### config.mk
export PLATFORM = sky130hd
export DESIGN_NAME = spmv_mem_sched
export DESIGN_NICKNAME = d
export VERILOG_FILES = /design/src/rtl/spmv_pkg.sv /design/src/rtl/spmv_tid_pool.sv /design/src/rtl/spmv_mem_sched.sv
export SDC_FILE = /design/constraint.sdc
export NUM_CORES = 1
export LEC_CHECK = 0
export ABC_AREA = 1
export CELL_PAD_IN_SITES_DETAIL_PLACEMENT = 2
export CELL_PAD_IN_SITES_GLOBAL_PLACEMENT = 2
export CORE_AREA = 2 2 510 512
export DETAILED_ROUTE_END_ITERATION = 8
export DIE_AREA = 0 0 512 514
export GPL_TIMING_DRIVEN = 0
export HOLD_SLACK_MARGIN = 0.03
export PLACE_DENSITY = 0.47
export SLEW_MARGIN = 10
export SYNTH_ARGS = -nofsm -noshare
export SYNTH_HDL_FRONTEND = slang
export SYNTH_SLANG_ARGS = --single-unit
export TNS_END_PERCENT = 100
### constraint.sdc
create_clock -name clk -period 7.2 [get_ports clk]
set_input_delay 2.16 -clock clk [delete_from_list [all_inputs] [get_ports clk]]
set_output_delay 2.16 -clock clk [all_outputs]
set_load 0.05 [all_outputs]
### src/rtl/spmv_pkg.sv
// Shared types and helpers for the SpMV memory scheduler and its ID pool.
package spmv_pkg;

    localparam int SPMV_TID_W     = 6;
    localparam int SPMV_MAX_TID   = 64;
    localparam int SPMV_REQ_IDX_W = 3;

    typedef logic [SPMV_TID_W-1:0]     spmv_tid_t;
    typedef logic [SPMV_TID_W:0]       spmv_cnt_t;
    typedef logic [SPMV_REQ_IDX_W-1:0] spmv_req_idx_t;

    // Index of the set bit in a one-hot vector of up to 8 requesters.
    function automatic spmv_req_idx_t onehot_to_idx(input logic [7:0] onehot);
        spmv_req_idx_t idx;
        idx = '0;
        for (int i = 0; i < 8; i++) begin
            if (onehot[i]) idx = idx | spmv_req_idx_t'(i);
        end
        return idx;
    endfunction

endpackage

### src/rtl/spmv_tid_pool.sv
// Transaction-ID pool: in-use bitmap, lowest-free allocator, free port and count.
// Allocation looks at the bitmap before this cycle's free, so an ID being
// freed only becomes allocatable on the following cycle.
module spmv_tid_pool
    import spmv_pkg::*;
#(
    parameter int NUM_IDS = 64
) (
    input  logic      clk,
    input  logic      rst_n,
    input  logic      alloc,
    output spmv_tid_t alloc_id,
    output logic      avail,
    input  logic      free,
    input  spmv_tid_t free_id,
    output logic      free_hit,
    output spmv_cnt_t count
);

    logic [NUM_IDS-1:0] inuse;
    logic [NUM_IDS-1:0] inuse_d;
    logic               alloc_ok;
    logic               free_ok;

    // Lowest free ID; descending scan so the smallest index wins.
    always_comb begin
        alloc_id = '0;
        avail    = 1'b0;
        for (int i = NUM_IDS - 1; i >= 0; i--) begin
            if (!inuse[i]) begin
                alloc_id = spmv_tid_t'(i);
                avail    = 1'b1;
            end
        end
    end

    // Is the ID being returned actually in use (IDs beyond NUM_IDS never are).
    always_comb begin
        free_hit = 1'b0;
        for (int i = 0; i < NUM_IDS; i++) begin
            if (free_id == spmv_tid_t'(i)) free_hit = inuse[i];
        end
    end

    assign alloc_ok = alloc && avail;
    assign free_ok  = free && free_hit;

    // Next bitmap: set the allocated ID, clear the freed one (never the same ID).
    always_comb begin
        inuse_d = inuse;
        for (int i = 0; i < NUM_IDS; i++) begin
            if (alloc_ok && alloc_id == spmv_tid_t'(i)) inuse_d[i] = 1'b1;
            if (free_ok && free_id == spmv_tid_t'(i))   inuse_d[i] = 1'b0;
        end
    end

    // Bitmap and occupancy registers.
    always_ff @(posedge clk or negedge rst_n) begin
        if (!rst_n) begin
            inuse <= '0;
            count <= '0;
        end else begin
            inuse <= inuse_d;
            count <= count + spmv_cnt_t'(alloc_ok) - spmv_cnt_t'(free_ok);
        end
    end

endmodule

### src/rtl/spmv_mem_sched.sv
// Shares one SpMV memory port between NUM_REQ fetch engines: round-robin
// arbitration, transid allocation, owner tracking and response steering.
//
// Handshakes: a transfer happens on a rising edge where valid and ready are
// both high. req_rdy is computed from req_val (requesters must not wait for
// req_rdy before raising req_val); mem_req_val/addr/transid hold steady while
// mem_req_rdy is low; mem_resp_val has no backpressure.
module spmv_mem_sched
    import spmv_pkg::*;
#(
    parameter int NUM_REQ = 4,
    parameter int MAX_OUT = 64,
    parameter int PADDR_W = 48,
    parameter int DATA_W  = 512
) (
    input  logic                       clk,
    input  logic                       rst_n,
    input  logic [NUM_REQ-1:0]         req_val,
    input  logic [NUM_REQ*PADDR_W-1:0] req_addr,
    output logic [NUM_REQ-1:0]         req_rdy,
    output logic [NUM_REQ-1:0]         resp_val,
    output logic [DATA_W-1:0]          resp_data,
    input  logic                       mem_req_rdy,
    output logic                       mem_req_val,
    output spmv_tid_t                  mem_req_transid,
    output logic [PADDR_W-1:0]         mem_req_addr,
    input  logic                       mem_resp_val,
    input  spmv_tid_t                  mem_resp_transid,
    input  logic [DATA_W-1:0]          mem_resp_data,
    output spmv_cnt_t                  outstanding,
    output logic                       idle,
    output logic                       err_spurious
);

    localparam int PTR_W = (NUM_REQ > 1) ? $clog2(NUM_REQ) : 1;

    logic [PTR_W-1:0]   rr_ptr;
    logic [NUM_REQ-1:0] grant;
    logic               found;
    spmv_req_idx_t      winner;
    logic [PADDR_W-1:0] win_addr;
    logic               can_issue;
    logic               accept;
    spmv_tid_t          alloc_id;
    logic               id_avail;
    logic               resp_hit;
    logic               resp_ok;
    spmv_req_idx_t      owner [SPMV_MAX_TID];

    spmv_tid_pool #(.NUM_IDS(MAX_OUT)) u_pool (
        .clk      (clk),
        .rst_n    (rst_n),
        .alloc    (accept),
        .alloc_id (alloc_id),
        .avail    (id_avail),
        .free     (mem_resp_val),
        .free_id  (mem_resp_transid),
        .free_hit (resp_hit),
        .count    (outstanding)
    );

    // Round-robin search: first active requester at or after rr_ptr, wrapping.
    always_comb begin
        grant = '0;
        found = 1'b0;
        for (int k = 0; k < NUM_REQ; k++) begin
            for (int i = 0; i < NUM_REQ; i++) begin
                if (!found && req_val[i] && ((int'(rr_ptr) + k) % NUM_REQ) == i) begin
                    grant[i] = 1'b1;
                    found    = 1'b1;
                end
            end
        end
    end

    // Address of the winning requester.
    always_comb begin
        win_addr = '0;
        for (int i = 0; i < NUM_REQ; i++) begin
            if (grant[i]) win_addr = req_addr[i*PADDR_W +: PADDR_W];
        end
    end

    assign winner    = onehot_to_idx(8'(grant));
    assign can_issue = (!mem_req_val || mem_req_rdy) && id_avail;
    assign req_rdy   = can_issue ? grant : '0;
    assign accept    = can_issue && found;
    assign resp_ok   = mem_resp_val && resp_hit;
    assign idle      = (outstanding == '0) && !mem_req_val;

    // Memory request output register and round-robin pointer.
    always_ff @(posedge clk or negedge rst_n) begin
        if (!rst_n) begin
            mem_req_val     <= 1'b0;
            mem_req_transid <= '0;
            mem_req_addr    <= '0;
            rr_ptr          <= '0;
        end else if (accept) begin
            mem_req_val     <= 1'b1;
            mem_req_transid <= alloc_id;
            mem_req_addr    <= win_addr;
            if (winner == spmv_req_idx_t'(NUM_REQ - 1)) rr_ptr <= '0;
            else                                       rr_ptr <= PTR_W'(winner + 3'd1);
        end else if (mem_req_rdy) begin
            mem_req_val <= 1'b0;
        end
    end

    // Owner table: which requester issued each live transid.
    always_ff @(posedge clk or negedge rst_n) begin
        if (!rst_n) begin
            for (int t = 0; t < SPMV_MAX_TID; t++) owner[t] <= '0;
        end else if (accept) begin
            owner[alloc_id] <= winner;
        end
    end

    // Response steering and sticky spurious-response flag.
    always_ff @(posedge clk or negedge rst_n) begin
        if (!rst_n) begin
            resp_val     <= '0;
            resp_data    <= '0;
            err_spurious <= 1'b0;
        end else begin
            resp_val <= '0;
            if (resp_ok) begin
                resp_val  <= NUM_REQ'(1) << owner[mem_resp_transid];
                resp_data <= mem_resp_data;
            end
            if (mem_resp_val && !resp_hit) err_spurious <= 1'b1;
        end
    end

endmodule

==> results of run 1 <==
==> synthesized netlist by cell type (all sizes together) <==
cell type | n | area share (%)
a2111oi | 3 | 0.081
a211oi | 2 | 0.044
a21boi | 4 | 0.088
a21oi | 90 | 1.3
a22oi | 60 | 1.3
a31oi | 7 | 0.13
a41oi | 48 | 1.2
and2 | 1 | 0.018
buf | 109 | 1.7
clkbuf | 87 | 0.96
clkinv | 4 | 0.048
dfrtp | 773 | 57
fa | 1 | 0.059
ha | 9 | 0.33
inv | 212 | 2.3
nand2 | 2245 | 25
nand3 | 55 | 0.85
nand3b | 1 | 0.022
nand4 | 54 | 1.2
nor2 | 283 | 3.3
nor3 | 27 | 0.44
nor4 | 5 | 0.092
o21a | 3 | 0.066
o21ai | 151 | 2.2
o21bai | 4 | 0.088
o221ai | 4 | 0.10
o22ai | 6 | 0.11
or2 | 1 | 0.018
or4 | 2 | 0.044
xnor2 | 1 | 0.026
xor2 | 5 | 0.13
==> worst max-delay path by stage <==
stage / startpoint / end / slack [ns]
after floorplan: req_val[3] / req_rdy[2] / -0.07
after global placement: rst_n / resp_data[370] / -39.27
after detailed placement: mem_resp_transid[0] / u_pool.count[6] / -3.48
after CTS: req_val[2] / req_rdy[0] / -0.60
after global routing: req_val[0] / req_rdy[2] / -0.62
final: req_val[0] / req_rdy[2] / -0.40
==> cell type report <==
class / count / area, µm² / share of cell area [%]
diodes: 27 / 67.56 / 0.1197
clock buffers: 161 / 3173 / 5.622
plain buffers: 195 / 1049 / 1.858
repair buffers: 1370 / 13760 / 24.37
inverters: 216 / 844.6 / 1.496
clock inverters: 38 / 466.7 / 0.8269
multi-input cells: 3072 / 13480 / 23.89
flip-flops and latches: 773 / 19340 / 34.27
well taps: 3402 / 4257 / 7.542
==> power groups by stage <==
| stage | clock, µW | sequential, µW | combinational (µW) |
|---|---|---|---|
| floorplan | 0 | 9940 | 3860 |
| global placement | 0 | 6680 | 14000 |
| detailed placement | 0 | 6660 | 14100 |
| CTS | 5940 | 6610 | 14300 |
| global route | 6070 | 6790 | 15200 |
| finish | 5670 | 6610 | 14300 |
==> kinds of logic (layout without fill, tap and decap cells) <==
kind of cell             after synthesis  after routing  synth area share, %
adder cells (fa/ha/maj)               10             10               0.3892
flip-flops                           773            773                56.76
buffers and inverters                412           1980                5.001
AO/OA/AOI/OAI                        382            382                6.803
other                                  0             27                    0
AND/OR/NAND/NOR                     2674           2674                30.89
XOR/XNOR                               6              6               0.1542
==> tightest hold or removal path, delay by kind of cell (launching register included) <==
| family | cells | cell delay (ns) |
|---|---|---|
| simple gates | 2 | 0.10 |
| flops | 1 | 0.34 |
==> through the flow <==
| step | total power [µW] | utilization (%) |
|---|---|---|
| 5_1_grt | 28030 | 21.85 |
| 3_5_place_dp | 20760 | 19.99 |
| 6_report | 26560 | 21.87 |
| 2_1_floorplan | 13800 | - |
| 3_3_place_gp | 20690 | 19.91 |
| 4_1_cts | 26870 | 21.66 |
==> layout by cell type (no fill, tap or decap), types with 7 or more instances in the layout <==
cell | Yosys | routed
inv_2 | 12 | 26
nand2_1 | 2236 | 2219
a22oi_1 | 60 | 60
clkdlybuf4s50_1 | 0 | 1286
inv_1 | 200 | 178
o21ai_0 | 99 | 99
o21ai_1 | 52 | 52
nor2_1 | 270 | 254
nand4_1 | 47 | 47
dfrtp_1 | 773 | 773
nor3_1 | 25 | 23
buf_6 | 1 | 19
buf_4 | 9 | 68
nor2_4 | 9 | 22
buf_2 | 79 | 63
buf_1 | 19 | 11
nand3_1 | 52 | 44
nand3_2 | 3 | 8
buf_16 | 0 | 7
clkbuf_16 | 0 | 110
clkbuf_1 | 87 | 83
clkbuf_4 | 0 | 17
nand2_4 | 6 | 15
clkbuf_8 | 0 | 25
clkbuf_2 | 0 | 28
nor2_2 | 4 | 7
clkinv_2 | 1 | 24
a41oi_1 | 48 | 48
ha_1 | 9 | 7
nand2_2 | 3 | 9
a21oi_1 | 90 | 85
diode_2 | 0 | 27
==> registers in the layout, indices dropped and copies added, names as in the netlist <==
name	cells
owner	128
resp_val	4
mem_req_transid	6
resp_data	512
mem_req_val	1
u_pool.inuse	64
mem_req_addr	48
rr_ptr	2
u_pool.count	7
err_spurious	1
==> repair_timing <==
action,4_1_cts,5_1_grt
pin swaps,29,54
buffers inserted,48,22
gates resized for setup,178,172
setup endpoints to repair,596,593
==> routing by layer <==
metal  share of wire [%]  wire length, µm
met1                  40           108100
met2                  50           134100
met3                 7.0            18830
met4                 3.1             8393
met5                0.16              428
==> impl_metrics.json, run 1 <==
{
  "worstSetupStartpointType": "input port",
  "synth-seq-cells": 773,
  "outcome": "finished, violations left",
  "row_count": 187,
  "grt_pass1_vias": 39250,
  "grt_use_met1_pct": 23.50,
  "cts-root-buf": "clkbuf_16",
  "nets": 6465,
  "cp-end-kind": "primary output",
  "dp_worst_setup_slack_ns": -3.485,
  "syn_nets": 4985,
  "cts_tree": "yes",
  "period_minus_slack_ns": 7.603,
  "grt_pass1_wl_mm": 361.6,
  "p_per_area_nw_per_um2": 470.6,
  "worstHoldStart": "owner[127]",
  "cp_max_fo": 3,
  "wl_per_cell_um": 29.16,
  "met3_usage_pct": 5.901,
  "power.leakage_uw": 0.02573,
  "clock_latency_ns": 0.76,
  "dpl-instance-area_um2": 51590,
  "portBuffers": 1301,
  "crit_arrival_ns": 5.44,
  "gp_congestion": 0.8275,
  "area_growth_syn_to_layout_pct": 65.62,
  "cts_hold_buffers": 0,
  "drt_iter0_markers": 1859,
  "rsz0062_at_grt": "true",
  "routed_wirelength_mm": 269.9,
  "final.setup.worst_slack_ns": -0.4028,
  "ant_nets": 0,
  "max_slew_margin_pct": 21.55,
  "syn_inst": 4257,
  "die_h_um": 514,
  "crit_type": "in -> out",
  "reg2reg_to": "u_pool.count[6]",
  "maxCapViolations": 0,
  "hpwl_mm": 223.3,
  "setup_violations": 4,
  "hp-class": "reg -> reg",
  "rrSetupSlack_ns": 0.76,
  "grt_usage_pct": 20.04,
  "route.vias.total": 36230,
  "switchingPower_uw": 13880,
  "cp_num_cells": 31,
  "initial_core_util_pct": 13.20,
  "clock_skew_ns": 0.04510,
  "slowest_stage": "a2111oi_4",
  "seqPwrFrac_pct": 24.9,
  "numPlacedInstances": 8967,
  "combPwrFrac_pct": 53.8,
  "grt_antenna_before_repair": 106,
  "ir_drop_uv": 312.4,
  "ys_types": 48,
  "mappedNetlistArea_um2": 34080,
  "clockBufferDepth": 3,
  "clock_power_share_pct": 21.4,
  "p_int_uw": 12680,
  "r2r_start": "rr_ptr[1]",
  "swShare_pct": 52.27,
  "reg2reg_depth": 41,
  "layout.cells.non_filler": 9254,
  "post-route-period-util_pct": 105.6,
  "die_area_um2": 263200,
  "worst_hold_path.num_cells": 2,
  "drv_slew": 0,
  "worstPathRequired_ns": 5.04,
  "max_stage_delay_ns": 0.30,
  "drc_errors": 0,
  "firstDrtPassIters": 5,
  "violations": "setup timing",
  "ys.warnings.count": 0,
  "top_usage_layer": "met2",
  "tightestPinTransition_ns": 1.172,
  "hold_viol_final": 0,
  "clk_pin_slew_ns": 0.06,
  "fmax_mhz": 131.5,
  "design_area_um2": 56440,
  "fillers": 29620,
  "overflow": 0,
  "die_x_um": 512,
  "ys_seq_area_share_pct": 56.76,
  "path_delay_family": "simple AND/OR/NAND/NOR gates",
  "pin_count": 1302,
  "h-tree-depth": 3,
  "grt_max_degree": 127,
  "via_per_inst": 3.915,
  "use_met2_pct": 35.14,
  "cts.sinks": 773,
  "crit_buf_inv": 10,
  "drive_gt1_share_pct": 8.807,
  "core_um2": 258100,
  "avgSynthCellArea_um2": 8.005,
  "final.setup.tns_ns": -1.524,
  "numCtsBuffers": 109,
  "min_to": "owner[127]",
  "whs_ns": 0.4750
}
Note: power is estimated with default switching activity, not from simulation.
==> inputs of run 2 (changes only) <==
--- a/config.mk
+++ b/config.mk
@@ -6,14 +6,16 @@
 export NUM_CORES = 1
 export LEC_CHECK = 0
 export ABC_AREA = 1
+export CAP_MARGIN = 20
 export CELL_PAD_IN_SITES_DETAIL_PLACEMENT = 2
 export CELL_PAD_IN_SITES_GLOBAL_PLACEMENT = 2
-export CORE_AREA = 2 2 510 512
+export CORE_AREA = 2 2 500 502
+export CTS_BUF_LIST = sky130_fd_sc_hd__clkbuf_8
 export DETAILED_ROUTE_END_ITERATION = 8
-export DIE_AREA = 0 0 512 514
+export DIE_AREA = 0 0 502 504
 export GPL_TIMING_DRIVEN = 0
 export HOLD_SLACK_MARGIN = 0.03
-export PLACE_DENSITY = 0.47
+export PLACE_DENSITY = 0.49
 export SLEW_MARGIN = 10
 export SYNTH_ARGS = -nofsm -noshare
 export SYNTH_HDL_FRONTEND = slang
==> run 2 against run 1 <==
  * The flow still finishes with violations (setup timing)
  * Final area about the same
  * Count of clock-buffer cells in the layout grew 69
  * Flip-flop and latch count is the same
  * Register-to-register slack better by 0.05 ns
  * Global-route usage is 1.1 points higher
  * Clock skew increased by 0.030 ns
  * Cell count increased by 0.71%
  * Largest power group unchanged
  * Utilization up 0.95 points
  * Sequential share of layout area about the same
==> impl_metrics.json, run 2 (synthesized netlist as in run 1, its figures left out) <==
{
  "ant_nets": 0,
  "fmax_mhz": 129.5,
  "cpMostUsedCell": "buf_4",
  "area_growth_syn_to_layout_pct": 65.72,
  "numCtsBuffers": 176,
  "dpl-instance-area_um2": 51550,
  "route.vias.total": 36680,
  "dp_worst_setup_slack_ns": -3.740,
  "grt_max_degree": 125,
  "hpwl_mm": 222.9,
  "die_area_um2": 253000,
  "period_minus_slack_ns": 7.722,
  "worst_hold_path.num_cells": 2,
  "top_regs": "resp_data x512, owner x128, u_pool.inuse x64",
  "p_per_area_nw_per_um2": 464.4,
  "final_common_cell": "nand2_1",
  "violations": "setup timing",
  "post-route-period-util_pct": 107.3,
  "hold_viol_final": 0,
  "crit_arrival_ns": 5.56,
  "design_area_um2": 56470,
  "drv_slew": 0,
  "clockBufferDepth": 3,
  "outcome": "finished, violations left",
  "overflow": 0,
  "core_um2": 247500,
  "cts_tree": "yes",
  "worstPathRequired_ns": 5.04,
  "largest_reg_flops": 512,
  "gp_congestion": 0.8860,
  "maxCapViolations": 0,
  "crit_type": "in -> out",
  "initial_core_util_pct": 13.77,
  "die_h_um": 504,
  "nets": 6549,
  "final.setup.worst_slack_ns": -0.5221,
  "drive_gt1_share_pct": 10.09,
  "worstSetupStartpointType": "input port",
  "path_delay_family": "buffers and inverters",
  "via_per_inst": 3.936,
  "final_cell_mix": "2215 x nand2_1, 1286 x clkdlybuf4s50_1, 773 x dfrtp_1, 253 x nor2_1, 237 x inv_1",
  "ir_drop_uv": 370.6,
  "reg2reg_depth": 39,
  "top_register": "resp_data",
  "grt_usage_pct": 21.10,
  "hp-class": "reg -> reg",
  "drc_errors": 0,
  "power_uw": 26220,
  "row_count": 183,
  "grt_pass1_wl_mm": 364.5,
  "pin_count": 1302,
  "cts.sinks": 773,
  "cts-root-buf": "clkbuf_8",
  "crit_buf_inv": 18,
  "tightestPinTransition_ns": 1.098,
  "h-tree-depth": 4,
  "clk_pin_slew_ns": 0.05,
  "portBuffers": 1301,
  "wl_per_cell_um": 29.10,
  "slowest_stage": "a2111oi_4",
  "clock_skew_ns": 0.07481,
  "firstDrtPassIters": 5,
  "max_stage_delay_ns": 0.35,
  "cp_max_fo": 2,
  "setup_violations": 5,
  "cp-end-kind": "primary output",
  "power.leakage_uw": 0.02607,
  "cp_num_cells": 27,
  "drt_iter0_markers": 1931,
  "max_slew_margin_pct": 26.77,
  "grt_pass1_vias": 40050,
  "clock_latency_ns": 0.96,
  "routed_wirelength_mm": 271.2,
  "die_x_um": 502,
  "rsz0062_at_grt": "true",
  "grt_antenna_before_repair": 130
}
[run 2: changes by cell type in the layout (fill, tap and decap cells not counted), sizes merged]
cell and change:
inv +69, clkbuf +64, buf +22, clkinv -16, bufinv -4, diode +4
clkinvlp -1
[run 2: per-stage QoR]
step	hold WS, ns	instances	setup TNS (ns)	utilization [%]
final	0.4792	9320	-1.802	22.82
after global routing	0.4983	9299	-3.887	22.80
after CTS	0.4820	9275	-1.576	22.62
after detailed placement	0.4664	8899	-1346.43	20.83
after global placement	0.4559	8888	-	20.72
after floorplan	0.4427	4257	-0.07268	-
[run 2: timing repair]
item	CTS	global route
endpoints found under the setup margin	590	584
pin swaps	30	60
resized for setup	174	122
hold buffers	0	0
setup buffers	60	24
[run 2: worst register-to-register path, delay by kind of cell (launching register included)]
family	cells	cell delay (ns)
buffers and inverters	10	1.65
AO/OA/AOI/OAI	2	0.19
adder cells (fa/ha/maj)	2	0.66
XOR/XNOR	1	0.14
flip-flops	1	0.49
AND/OR/NAND/NOR	24	3.19
[run 2: layout make-up]
type                    instances  area [µm²]
diodes                         31       77.57
plain buffers                 196       998.5
clock buffers                 230        3166
clock inverters                86       519.2
fillers                     28570      191000
inverters                     216       855.8
multi-input cells            3072       13460
flip-flops and latches        773       19340
well taps                    3330        4167
repair buffers               1386       13890
[run 2: power breakdown]
| part | total (µW) | internal, µW | switching [µW] |
|---|---|---|---|
| Clock | 5460 | 2940 | 2520 |
| Sequential | 6600 | 5620 | 974 |
| Combinational | 14200 | 3810 | 10400 |
[run 2: final timing paths]
check | from | to | slack [ns]
max in group asynchronous | rst_n | resp_data[337] | 3.84
setup / recovery | req_val[3] | req_rdy[2] | -0.52
hold reg to reg | owner[91] | owner[91] | 0.48
hold / removal | owner[91] | owner[91] | 0.48
setup reg to reg | rr_ptr[1] | u_pool.count[6] | 0.81
min in group asynchronous | rst_n | mem_req_addr[23] | 1.09
[run 2: layer usage]
metal  vias to the layer above  global-route usage (%)  routed length [µm]
met5                         -                       0                 528
met4                        82                   5.186                7391
met3                       422                   6.815               19410
met2                      1146                   37.12              136000
met1                     18460                   24.49              107900
li1                      16570                       -                   -
